File: src/rtl/id_pipe_if.sv
// id_pipe_if: handshake and decoded-field bundle between fetch, id_pipe and execute.
// master: upstream/downstream side (drives instruction, flush and out_ready_i).
// slave: id_pipe itself (drives in_ready_o and every decoded field).
interface id_pipe_if #(
    parameter int XLEN   = 32,
    parameter int ADDR_W = 32
);
    // upstream side
    logic              flush_i;
    logic              in_valid_i;
    logic              in_ready_o;
    logic [ADDR_W-1:0] in_pc_i;
    logic [31:0]       in_inst_i;
    // downstream side
    logic              out_valid_o;
    logic              out_ready_i;
    logic [ADDR_W-1:0] out_pc_o;
    logic [6:0]        out_opcode_o;
    logic [4:0]        out_rd_o;
    logic [4:0]        out_rs1_o;
    logic [4:0]        out_rs2_o;
    logic [2:0]        out_funct3_o;
    logic [6:0]        out_funct7_o;
    logic [XLEN-1:0]   out_imm_o;
    logic [11:0]       out_csr_addr_o;
    logic              out_rd_we_o;
    logic              out_rs1_re_o;
    logic              out_rs2_re_o;
    logic              out_err_o;

    modport master (
        output flush_i, in_valid_i, in_pc_i, in_inst_i, out_ready_i,
        input  in_ready_o, out_valid_o, out_pc_o, out_opcode_o, out_rd_o,
               out_rs1_o, out_rs2_o, out_funct3_o, out_funct7_o, out_imm_o,
               out_csr_addr_o, out_rd_we_o, out_rs1_re_o, out_rs2_re_o, out_err_o
    );

    modport slave (
        input  flush_i, in_valid_i, in_pc_i, in_inst_i, out_ready_i,
        output in_ready_o, out_valid_o, out_pc_o, out_opcode_o, out_rd_o,
               out_rs1_o, out_rs2_o, out_funct3_o, out_funct7_o, out_imm_o,
               out_csr_addr_o, out_rd_we_o, out_rs1_re_o, out_rs2_re_o, out_err_o
    );
endinterface

File: src/rtl/id_pipe.sv
// id_pipe: RV32/RV64 instruction decode stage with 2-entry skid buffer and illegal-instruction detection.
// Latency: 1 cycle from input transfer to out_valid_o when empty; strict FIFO order.
// Backpressure: in_ready_o is registered (low only when both entries are full); flush_i empties the stage.
// Ports: clk, rst (async active-high), bus (id_pipe_if.slave: in_* request side, out_* decoded side).
module id_pipe #(
    parameter int XLEN     = 32,
    parameter int ADDR_W   = 32,
    parameter bit ENABLE_M = 1'b1
) (
    input  logic        clk,
    input  logic        rst,
    id_pipe_if.slave    bus
);
    localparam logic [6:0] OPC_LUI     = 7'h37;
    localparam logic [6:0] OPC_AUIPC   = 7'h17;
    localparam logic [6:0] OPC_JAL     = 7'h6F;
    localparam logic [6:0] OPC_JALR    = 7'h67;
    localparam logic [6:0] OPC_BRANCH  = 7'h63;
    localparam logic [6:0] OPC_LOAD    = 7'h03;
    localparam logic [6:0] OPC_STORE   = 7'h23;
    localparam logic [6:0] OPC_OPIMM   = 7'h13;
    localparam logic [6:0] OPC_OP      = 7'h33;
    localparam logic [6:0] OPC_OPIMM32 = 7'h1B;
    localparam logic [6:0] OPC_OP32    = 7'h3B;
    localparam logic [6:0] OPC_SYSTEM  = 7'h73;

    localparam int         SH_W      = (XLEN == 64) ? 6 : 5;
    localparam logic [2:0] STORE_MAX = (XLEN == 64) ? 3'd3 : 3'd2;

    typedef struct packed {
        logic [ADDR_W-1:0] pc;
        logic [6:0]        opcode;
        logic [4:0]        rd;
        logic [4:0]        rs1;
        logic [4:0]        rs2;
        logic [2:0]        funct3;
        logic [6:0]        funct7;
        logic [XLEN-1:0]   imm;
        logic [11:0]       csr;
        logic              rd_we;
        logic              rs1_re;
        logic              rs2_re;
        logic              err;
    } dec_t;

    typedef enum logic [1:0] {S_EMPTY, S_ONE, S_TWO} state_t;

    // ------------------------------------------------------------------
    // Combinational decode of the offered word
    // ------------------------------------------------------------------
    logic [31:0]     inst;
    logic [6:0]      opcode;
    logic [4:0]      rd, rs1, rs2;
    logic [2:0]      funct3;
    logic [6:0]      funct7;
    logic [6:0]      shift_up;
    logic [XLEN-1:0] imm_i, imm_s, imm_b, imm_u, imm_j, imm_sh, imm_sh5, imm_z;
    logic            legal;
    dec_t            f;
    dec_t            dec;

    assign inst   = bus.in_inst_i;
    assign opcode = inst[6:0];
    assign rd     = inst[11:7];
    assign rs1    = inst[19:15];
    assign rs2    = inst[24:20];
    assign funct3 = inst[14:12];
    assign funct7 = inst[31:25];

    // At RV64 inst[25] is shamt[5]; mask it so the shift qualifier compares
    // against funct7-style values (0x00 / 0x20) at both widths.
    assign shift_up = (XLEN == 64) ? {inst[31:26], 1'b0} : inst[31:25];

    assign imm_i   = XLEN'($signed(inst[31:20]));
    assign imm_s   = XLEN'($signed({inst[31:25], inst[11:7]}));
    assign imm_b   = XLEN'($signed({inst[31], inst[7], inst[30:25], inst[11:8], 1'b0}));
    assign imm_u   = XLEN'($signed({inst[31:12], 12'h000}));
    assign imm_j   = XLEN'($signed({inst[31], inst[19:12], inst[20], inst[30:21], 1'b0}));
    assign imm_sh  = XLEN'(inst[20 +: SH_W]);
    assign imm_sh5 = XLEN'(inst[24:20]);
    assign imm_z   = XLEN'(inst[19:15]);

    always_comb begin
        f     = '0;
        legal = 1'b0;
        case (opcode)
            OPC_LUI, OPC_AUIPC: begin
                legal = 1'b1;
                f.rd = rd; f.imm = imm_u; f.rd_we = 1'b1;
            end
            OPC_JAL: begin
                legal = 1'b1;
                f.rd = rd; f.imm = imm_j; f.rd_we = 1'b1;
            end
            OPC_JALR: begin
                legal = (funct3 == 3'd0);
                f.rd = rd; f.rs1 = rs1; f.funct3 = funct3; f.imm = imm_i;
                f.rd_we = 1'b1; f.rs1_re = 1'b1;
            end
            OPC_BRANCH: begin
                legal = (funct3 != 3'd2) && (funct3 != 3'd3);
                f.rs1 = rs1; f.rs2 = rs2; f.funct3 = funct3; f.imm = imm_b;
                f.rs1_re = 1'b1; f.rs2_re = 1'b1;
            end
            OPC_LOAD: begin
                legal = (funct3 != 3'd7) &&
                        !((XLEN == 32) && ((funct3 == 3'd3) || (funct3 == 3'd6)));
                f.rd = rd; f.rs1 = rs1; f.funct3 = funct3; f.imm = imm_i;
                f.rd_we = 1'b1; f.rs1_re = 1'b1;
            end
            OPC_STORE: begin
                legal = (funct3 <= STORE_MAX);
                f.rs1 = rs1; f.rs2 = rs2; f.funct3 = funct3; f.imm = imm_s;
                f.rs1_re = 1'b1; f.rs2_re = 1'b1;
            end
            OPC_OPIMM: begin
                f.rd = rd; f.rs1 = rs1; f.funct3 = funct3;
                f.rd_we = 1'b1; f.rs1_re = 1'b1;
                if ((funct3 == 3'd1) || (funct3 == 3'd5)) begin
                    // SLLI needs zero upper bits; SRLI/SRAI also accept 0x20
                    legal    = (shift_up == 7'h00) || ((funct3 == 3'd5) && (shift_up == 7'h20));
                    f.funct7 = shift_up;
                    f.imm    = imm_sh;
                end else begin
                    legal = 1'b1;
                    f.imm = imm_i;
                end
            end
            OPC_OP: begin
                legal = (funct7 == 7'h00) ||
                        ((funct7 == 7'h20) && ((funct3 == 3'd0) || (funct3 == 3'd5))) ||
                        ((funct7 == 7'h01) && ENABLE_M);
                f.rd = rd; f.rs1 = rs1; f.rs2 = rs2; f.funct3 = funct3; f.funct7 = funct7;
                f.rd_we = 1'b1; f.rs1_re = 1'b1; f.rs2_re = 1'b1;
            end
            OPC_OPIMM32: begin
                legal = (XLEN == 64);
                f.rd = rd; f.rs1 = rs1; f.funct3 = funct3;
                f.rd_we = 1'b1; f.rs1_re = 1'b1;
                // word shifts always carry a 5-bit shamt
                if ((funct3 == 3'd1) || (funct3 == 3'd5)) begin
                    f.funct7 = funct7;
                    f.imm    = imm_sh5;
                end else begin
                    f.imm = imm_i;
                end
            end
            OPC_OP32: begin
                legal = (XLEN == 64);
                f.rd = rd; f.rs1 = rs1; f.rs2 = rs2; f.funct3 = funct3; f.funct7 = funct7;
                f.rd_we = 1'b1; f.rs1_re = 1'b1; f.rs2_re = 1'b1;
            end
            OPC_SYSTEM: begin
                if (funct3 == 3'd0) begin
                    // only ECALL / EBREAK / MRET; they carry no operands
                    legal = (inst == 32'h0000_0073) || (inst == 32'h0010_0073) ||
                            (inst == 32'h3020_0073);
                end else if (funct3 != 3'd4) begin
                    legal = 1'b1;
                    f.rd = rd; f.funct3 = funct3; f.csr = inst[31:20]; f.rd_we = 1'b1;
                    if (funct3[2]) begin
                        f.imm = imm_z;          // CSR*I: rs1 field is a zimm
                    end else begin
                        f.rs1 = rs1; f.rs1_re = 1'b1;
                    end
                end
            end
            default: legal = 1'b0;
        endcase
    end

    always_comb begin
        dec        = '0;
        dec.pc     = bus.in_pc_i;
        dec.opcode = opcode;
        if (legal) begin
            dec        = f;
            dec.pc     = bus.in_pc_i;
            dec.opcode = opcode;
            dec.rd_we  = f.rd_we && (f.rd != 5'd0);
        end else begin
            dec.err = 1'b1;
        end
    end

    // ------------------------------------------------------------------
    // Output register + skid entry, single FSM with registered controls
    // ------------------------------------------------------------------
    state_t state;
    dec_t   out_q, skid_q;
    logic   out_vld_q, in_rdy_q;
    logic   in_xfer, out_xfer;

    assign in_xfer  = bus.in_valid_i & in_rdy_q;
    assign out_xfer = out_vld_q & bus.out_ready_i;

    always_ff @(posedge clk or posedge rst) begin
        if (rst) begin
            state     <= S_EMPTY;
            out_q     <= '0;
            skid_q    <= '0;
            out_vld_q <= 1'b0;
            in_rdy_q  <= 1'b1;
        end else if (bus.flush_i) begin
            state     <= S_EMPTY;
            out_vld_q <= 1'b0;
            in_rdy_q  <= 1'b1;
        end else begin
            case (state)
                S_EMPTY: begin
                    if (in_xfer) begin
                        out_q     <= dec;
                        out_vld_q <= 1'b1;
                        state     <= S_ONE;
                    end
                end
                S_ONE: begin
                    if (in_xfer && out_xfer) begin
                        out_q <= dec;
                    end else if (in_xfer) begin
                        skid_q   <= dec;
                        in_rdy_q <= 1'b0;
                        state    <= S_TWO;
                    end else if (out_xfer) begin
                        out_vld_q <= 1'b0;
                        state     <= S_EMPTY;
                    end
                end
                S_TWO: begin
                    if (out_xfer) begin
                        out_q    <= skid_q;
                        in_rdy_q <= 1'b1;
                        state    <= S_ONE;
                    end
                end
                default: begin
                    state     <= S_EMPTY;
                    out_vld_q <= 1'b0;
                    in_rdy_q  <= 1'b1;
                end
            endcase
        end
    end

    assign bus.in_ready_o     = in_rdy_q;
    assign bus.out_valid_o    = out_vld_q;
    assign bus.out_pc_o       = out_q.pc;
    assign bus.out_opcode_o   = out_q.opcode;
    assign bus.out_rd_o       = out_q.rd;
    assign bus.out_rs1_o      = out_q.rs1;
    assign bus.out_rs2_o      = out_q.rs2;
    assign bus.out_funct3_o   = out_q.funct3;
    assign bus.out_funct7_o   = out_q.funct7;
    assign bus.out_imm_o      = out_q.imm;
    assign bus.out_csr_addr_o = out_q.csr;
    assign bus.out_rd_we_o    = out_q.rd_we;
    assign bus.out_rs1_re_o   = out_q.rs1_re;
    assign bus.out_rs2_re_o   = out_q.rs2_re;
    assign bus.out_err_o      = out_q.err;
endmodule

File: src/flat_wrapper.sv
// flat-port wrapper written by rule: the top's interface ports become plain ports
module id_pipe_flat 
#(
    parameter int XLEN     = 32,
    parameter int ADDR_W   = 32,
    parameter bit ENABLE_M = 1'b1
)
  (clk, rst, bus_flush_i, bus_in_valid_i, bus_in_pc_i, bus_in_inst_i, bus_out_ready_i, bus_in_ready_o, bus_out_valid_o, bus_out_pc_o, bus_out_opcode_o, bus_out_rd_o, bus_out_rs1_o, bus_out_rs2_o, bus_out_funct3_o, bus_out_funct7_o, bus_out_imm_o, bus_out_csr_addr_o, bus_out_rd_we_o, bus_out_rs1_re_o, bus_out_rs2_re_o, bus_out_err_o);
  id_pipe_if #(.XLEN(XLEN), .ADDR_W(ADDR_W)) bus_i ();
  input  logic clk;
  input  logic rst;
  input wire logic [$bits(bus_i.flush_i)-1:0] bus_flush_i;
  input wire logic [$bits(bus_i.in_valid_i)-1:0] bus_in_valid_i;
  input wire logic [$bits(bus_i.in_pc_i)-1:0] bus_in_pc_i;
  input wire logic [$bits(bus_i.in_inst_i)-1:0] bus_in_inst_i;
  input wire logic [$bits(bus_i.out_ready_i)-1:0] bus_out_ready_i;
  output wire logic [$bits(bus_i.in_ready_o)-1:0] bus_in_ready_o;
  output wire logic [$bits(bus_i.out_valid_o)-1:0] bus_out_valid_o;
  output wire logic [$bits(bus_i.out_pc_o)-1:0] bus_out_pc_o;
  output wire logic [$bits(bus_i.out_opcode_o)-1:0] bus_out_opcode_o;
  output wire logic [$bits(bus_i.out_rd_o)-1:0] bus_out_rd_o;
  output wire logic [$bits(bus_i.out_rs1_o)-1:0] bus_out_rs1_o;
  output wire logic [$bits(bus_i.out_rs2_o)-1:0] bus_out_rs2_o;
  output wire logic [$bits(bus_i.out_funct3_o)-1:0] bus_out_funct3_o;
  output wire logic [$bits(bus_i.out_funct7_o)-1:0] bus_out_funct7_o;
  output wire logic [$bits(bus_i.out_imm_o)-1:0] bus_out_imm_o;
  output wire logic [$bits(bus_i.out_csr_addr_o)-1:0] bus_out_csr_addr_o;
  output wire logic [$bits(bus_i.out_rd_we_o)-1:0] bus_out_rd_we_o;
  output wire logic [$bits(bus_i.out_rs1_re_o)-1:0] bus_out_rs1_re_o;
  output wire logic [$bits(bus_i.out_rs2_re_o)-1:0] bus_out_rs2_re_o;
  output wire logic [$bits(bus_i.out_err_o)-1:0] bus_out_err_o;
  assign bus_i.flush_i = bus_flush_i;
  assign bus_i.in_valid_i = bus_in_valid_i;
  assign bus_i.in_pc_i = bus_in_pc_i;
  assign bus_i.in_inst_i = bus_in_inst_i;
  assign bus_i.out_ready_i = bus_out_ready_i;
  assign bus_in_ready_o = bus_i.in_ready_o;
  assign bus_out_valid_o = bus_i.out_valid_o;
  assign bus_out_pc_o = bus_i.out_pc_o;
  assign bus_out_opcode_o = bus_i.out_opcode_o;
  assign bus_out_rd_o = bus_i.out_rd_o;
  assign bus_out_rs1_o = bus_i.out_rs1_o;
  assign bus_out_rs2_o = bus_i.out_rs2_o;
  assign bus_out_funct3_o = bus_i.out_funct3_o;
  assign bus_out_funct7_o = bus_i.out_funct7_o;
  assign bus_out_imm_o = bus_i.out_imm_o;
  assign bus_out_csr_addr_o = bus_i.out_csr_addr_o;
  assign bus_out_rd_we_o = bus_i.out_rd_we_o;
  assign bus_out_rs1_re_o = bus_i.out_rs1_re_o;
  assign bus_out_rs2_re_o = bus_i.out_rs2_re_o;
  assign bus_out_err_o = bus_i.out_err_o;
  id_pipe #(.XLEN(XLEN), .ADDR_W(ADDR_W), .ENABLE_M(ENABLE_M)) u_core (.clk(clk), .rst(rst), .bus(bus_i));
endmodule
File: config.mk
export PLATFORM = sky130hd
export DESIGN_NAME = id_pipe_flat
export DESIGN_NICKNAME = d
export VERILOG_FILES = /design/src/rtl/id_pipe_if.sv /design/src/rtl/id_pipe.sv /design/src/flat_wrapper.sv
export SDC_FILE = /design/constraint.sdc
export NUM_CORES = 1
export LEC_CHECK = 0
export CORE_ASPECT_RATIO = 1.4
export CORE_MARGIN = 1.5
export CORE_UTILIZATION = 48
export CTS_BUF_LIST = sky130_fd_sc_hd__clkbuf_16
export DETAILED_ROUTE_END_ITERATION = 10
export HOLD_SLACK_MARGIN = 0.03
export PLACE_DENSITY = 0.77
export SETUP_SLACK_MARGIN = 0.4
export SLEW_MARGIN = 20
export SYNTH_ARGS = -nofsm -noshare
export SYNTH_HDL_FRONTEND = slang
export SYNTH_SLANG_ARGS = --single-unit
File: constraint.sdc
create_clock -name clk -period 6.37 [get_ports clk]
set_input_delay 0.637 -clock clk [delete_from_list [all_inputs] [get_ports clk]]
set_output_delay 0.637 -clock clk [all_outputs]
set_load 0.02 [all_outputs]
==> reports/results.tsv <==
metric	value	unit
CTS buffer count	22	
Final Setup Violations	0	
Final Critical Period	3320	ps
fin. max-slew vios	0	
period utilization	52.2	%
CTS Root Cell	clkbuf_16	
CORE AREA	0.0213	mm^2
Mapped Nets	1274	
met2 Usage GRT	45.4	%
Max H-tree Level	1	
Seq/Total Area, Yosys	54.4	%
cell count after placement	1549	
Synth Warn #	0	
DRC Markers	0	
post-synth top area share	54.1	%
number of global-route vias before repair	8989	
Comb pwr share	29.8	%
Setup TNS Final	0	ps
IO Count	183	
Layout area overhead	23.8	%
initial antenna violation count	0	
Antenna Cells	0	
GP Congestion	0.945	
Routed Wire Length	30600	um
Post-synth top flop	dfrtp_1	
multi-input combinational cell area	0.00437	mm^2
die width	128	um
critical path fanouts, max	87	
Setup Fix Bufs, Post-CTS	0	
DP Area	0.0123	mm^2
kind of end point of the critical path	flip-flop	
startpoint types	input port	
WP data arrival	3730	ps
Post-synth EDFFs	0	
VDD IR-drop max	0.272	mV
DPL Wire Length	19500	um
Switch Pwr	1.49	mW
top cells by count, synth	312 x nand2_1, 227 x dfrtp_1, 92 x nor2_1	
# resized after CTS	0	
RSZ-0062 raised after global routing	no	
worst hold path type	reg2reg	
Register Area	0.00571	mm^2
Nets	1383	
Cell Area, Synth	0.0105	mm^2
Fillers	1872	
kind of critical path	in2reg	
Tot Pwr	4.48	mW
outcome	completed	
Initial Utilization	49.3	%
CP Cell Sequence	clkdlybuf4s50_1 -> nand4bb_1 -> a2111oi_0 -> nor3_1 -> o21ai_2 -> nor2_4 -> buf_4 -> o41ai_1	
Netlist cell types	57	
Leakage Power	5.65	nW
Hold Fails Final Rpt	0	
Seq cells post-synth	228	
first-pass GRT wire length	48500	um
Max Freq	301	MHz
gr ovfl total	0	
Top Usage Layer GRT	met2	
clk_skew	12.3	ps
Sw Ratio	33.2	%
CP Data Required Time	6780	ps
Synth Area per Inst	8.71	um^2
Cells after Synth	1205	
clk_lat worst skew	520	ps
CP max-delay cell	clkdlybuf4s50_1	
most area-consuming cells after synthesis	dfrtp_1 54%, nand2_1 11%, a21oi_1 4.2%, nand3_1 3.8%, nor2_1 3.3%	
total clock sinks	228	
Starting DRT DRC Count	820	
met1 Resource Use GR	34.2	%
CTS tree	yes	
slew margin rel.	26.6	%
share of flip-flops with an asynchronous set or reset	100	%
All-Layer GR Usage	27.0	%
total die area	0.0228	mm^2
layout cell share with drive strength beyond 1	5.20	%
Final Cell Area	0.0130	mm^2
DR WL/cell	19.3	um
Max Cap Violations	0	
PD cells	345	mW/mm^2
CTS Hold Bufs	0	
Die Y	178	um
Final ANT Viol Nets	0	
met3 usage	3.41	%
fin cells	1587	
Reg clk slew, reported paths	70	ps
Via density	5.88	
CP max stage delay	700	ps
largest net degree at the start of global routing	180	
most area-hungry cell type in the Yosys netlist	dfrtp_1	
worst slew pin tran	1100	ps
PortBufs	182	
Internal Power	2.99	mW
First-pass DRT Iterations	5	
via count	9333	
count leader, synth	nand2_1	
Clk pwr share	26.1	%
Clock Path Buffers	3	
sequential power share	44.0	%
Row Count	63	
==> state kept, by name, summed over array words and instances, names as in the netlist, 7 cells and up <==
register	cells
u_core.skid_q	112
u_core.bus.out_imm_o	32
u_core.bus.out_pc_o	32
u_core.bus.out_csr_addr_o	12
u_core.bus.out_funct7_o	7
u_core.bus.out_opcode_o	7
==> stage by stage <==
stage	hold slack [ps]	util [%]	setup WS (ps)
4_1_cts	472	60.9	2720
5_1_grt	489	61.0	2770
6_report	470	61.0	3050
2_1_floorplan	440	-	2750
3_3_place_gp	451	58.0	2480
3_5_place_dp	458	58.0	2530
==> worst max-delay path: cells and delay by family <==
kind	cells	cell delay, ps
AO/OA/AOI/OAI	3	1290
buffers and inverters	2	1050
AND/OR/NAND/NOR	3	720
==> power by group through the flow <==
| stage | combinational (mW) | clock (mW) | sequential (mW) |
|---|---|---|---|
| finish | 1.34 | 1.17 | 1.97 |
| global route | 1.46 | 1.25 | 2.01 |
| CTS | 1.34 | 1.19 | 1.98 |
| detailed placement | 1.34 | 0 | 2.00 |
| global placement | 1.32 | 0 | 1.99 |
| floorplan | 0.482 | 0 | 2.21 |
==> area by class of cell <==
class,instances,area share [%]
clock buffer,22,4.24
clock inverter,15,0.597
tap,260,2.50
inverter,3,0.116
multi-input combinational,864,33.6
sequential,228,43.9
timing repair buffer,195,15.0
==> final timing paths <==
path	slack, ps	endpoint	from	depth (start not counted)
max	3050	u_core.bus.out_funct3_o[1]$_DFFE_PP0P_	bus_in_inst_i[2]	8
min	470	u_core.bus.out_funct7_o[2]$_DFFE_PP0P_	u_core.bus.out_funct7_o[2]$_DFFE_PP0P_	2
max reg2reg	3200	u_core.bus.out_pc_o[8]$_DFFE_PP0P_	u_core.state[0]$_DFFE_PP0P_	6
min reg2reg	470	u_core.bus.out_funct7_o[2]$_DFFE_PP0P_	u_core.bus.out_funct7_o[2]$_DFFE_PP0P_	2
max in group asynchronous	4500	u_core.skid_q[101]$_DFFE_PP0P_	rst	3
min in group asynchronous	490	u_core.bus.out_pc_o[24]$_DFFE_PP0P_	rst	2
==> cell usage in the layout, fill, tap and decap left out, types with 2 or more instances in the layout <==
cell type	count
nand2_1	312
dfrtp_1	227
clkdlybuf4s50_1	182
nor2_1	92
a21oi_1	89
nand3_1	80
o21ai_0	53
a31oi_1	53
o31ai_1	33
and3_1	29
o22ai_1	25
clkbuf_16	22
buf_4	11
nor3_1	9
inv_1	9
or4_1	6
a32o_1	6
o31ai_2	6
and2_1	6
or3_1	5
or2_2	5
nand3b_1	3
nor4_1	3
nor2b_1	3
o41ai_1	3
o311ai_1	3
clkinv_1	3
clkinv_2	3
nand4bb_1	2
nor3b_1	2
o21ai_2	2
nand2b_1	2
o21bai_1	2
nor3_2	2
o21a_1	2
o211ai_1	2
buf_12	2
==> routing by layer <==
metal / vias up / part of all wire [%]
met1: 4493 / 39
met5: - / 0
met4: 0 / 5.2
li1: 4369 / -
met2: 381 / 49
met3: 90 / 6.3
==> logic make-up (layout without fill, tap and decap cells) <==
family,count (synthesis),count (layout),synth area share (%)
AND/OR/NAND/NOR,569,569,23.6
AO/OA/AOI/OAI,292,292,17.3
flip-flops,228,228,54.4
buffers and inverters,113,235,4.50
multiplexers,2,2,0.203
XOR/XNOR,1,1,0.0835
No activity file was read; power rests on OpenSTA's default activity.
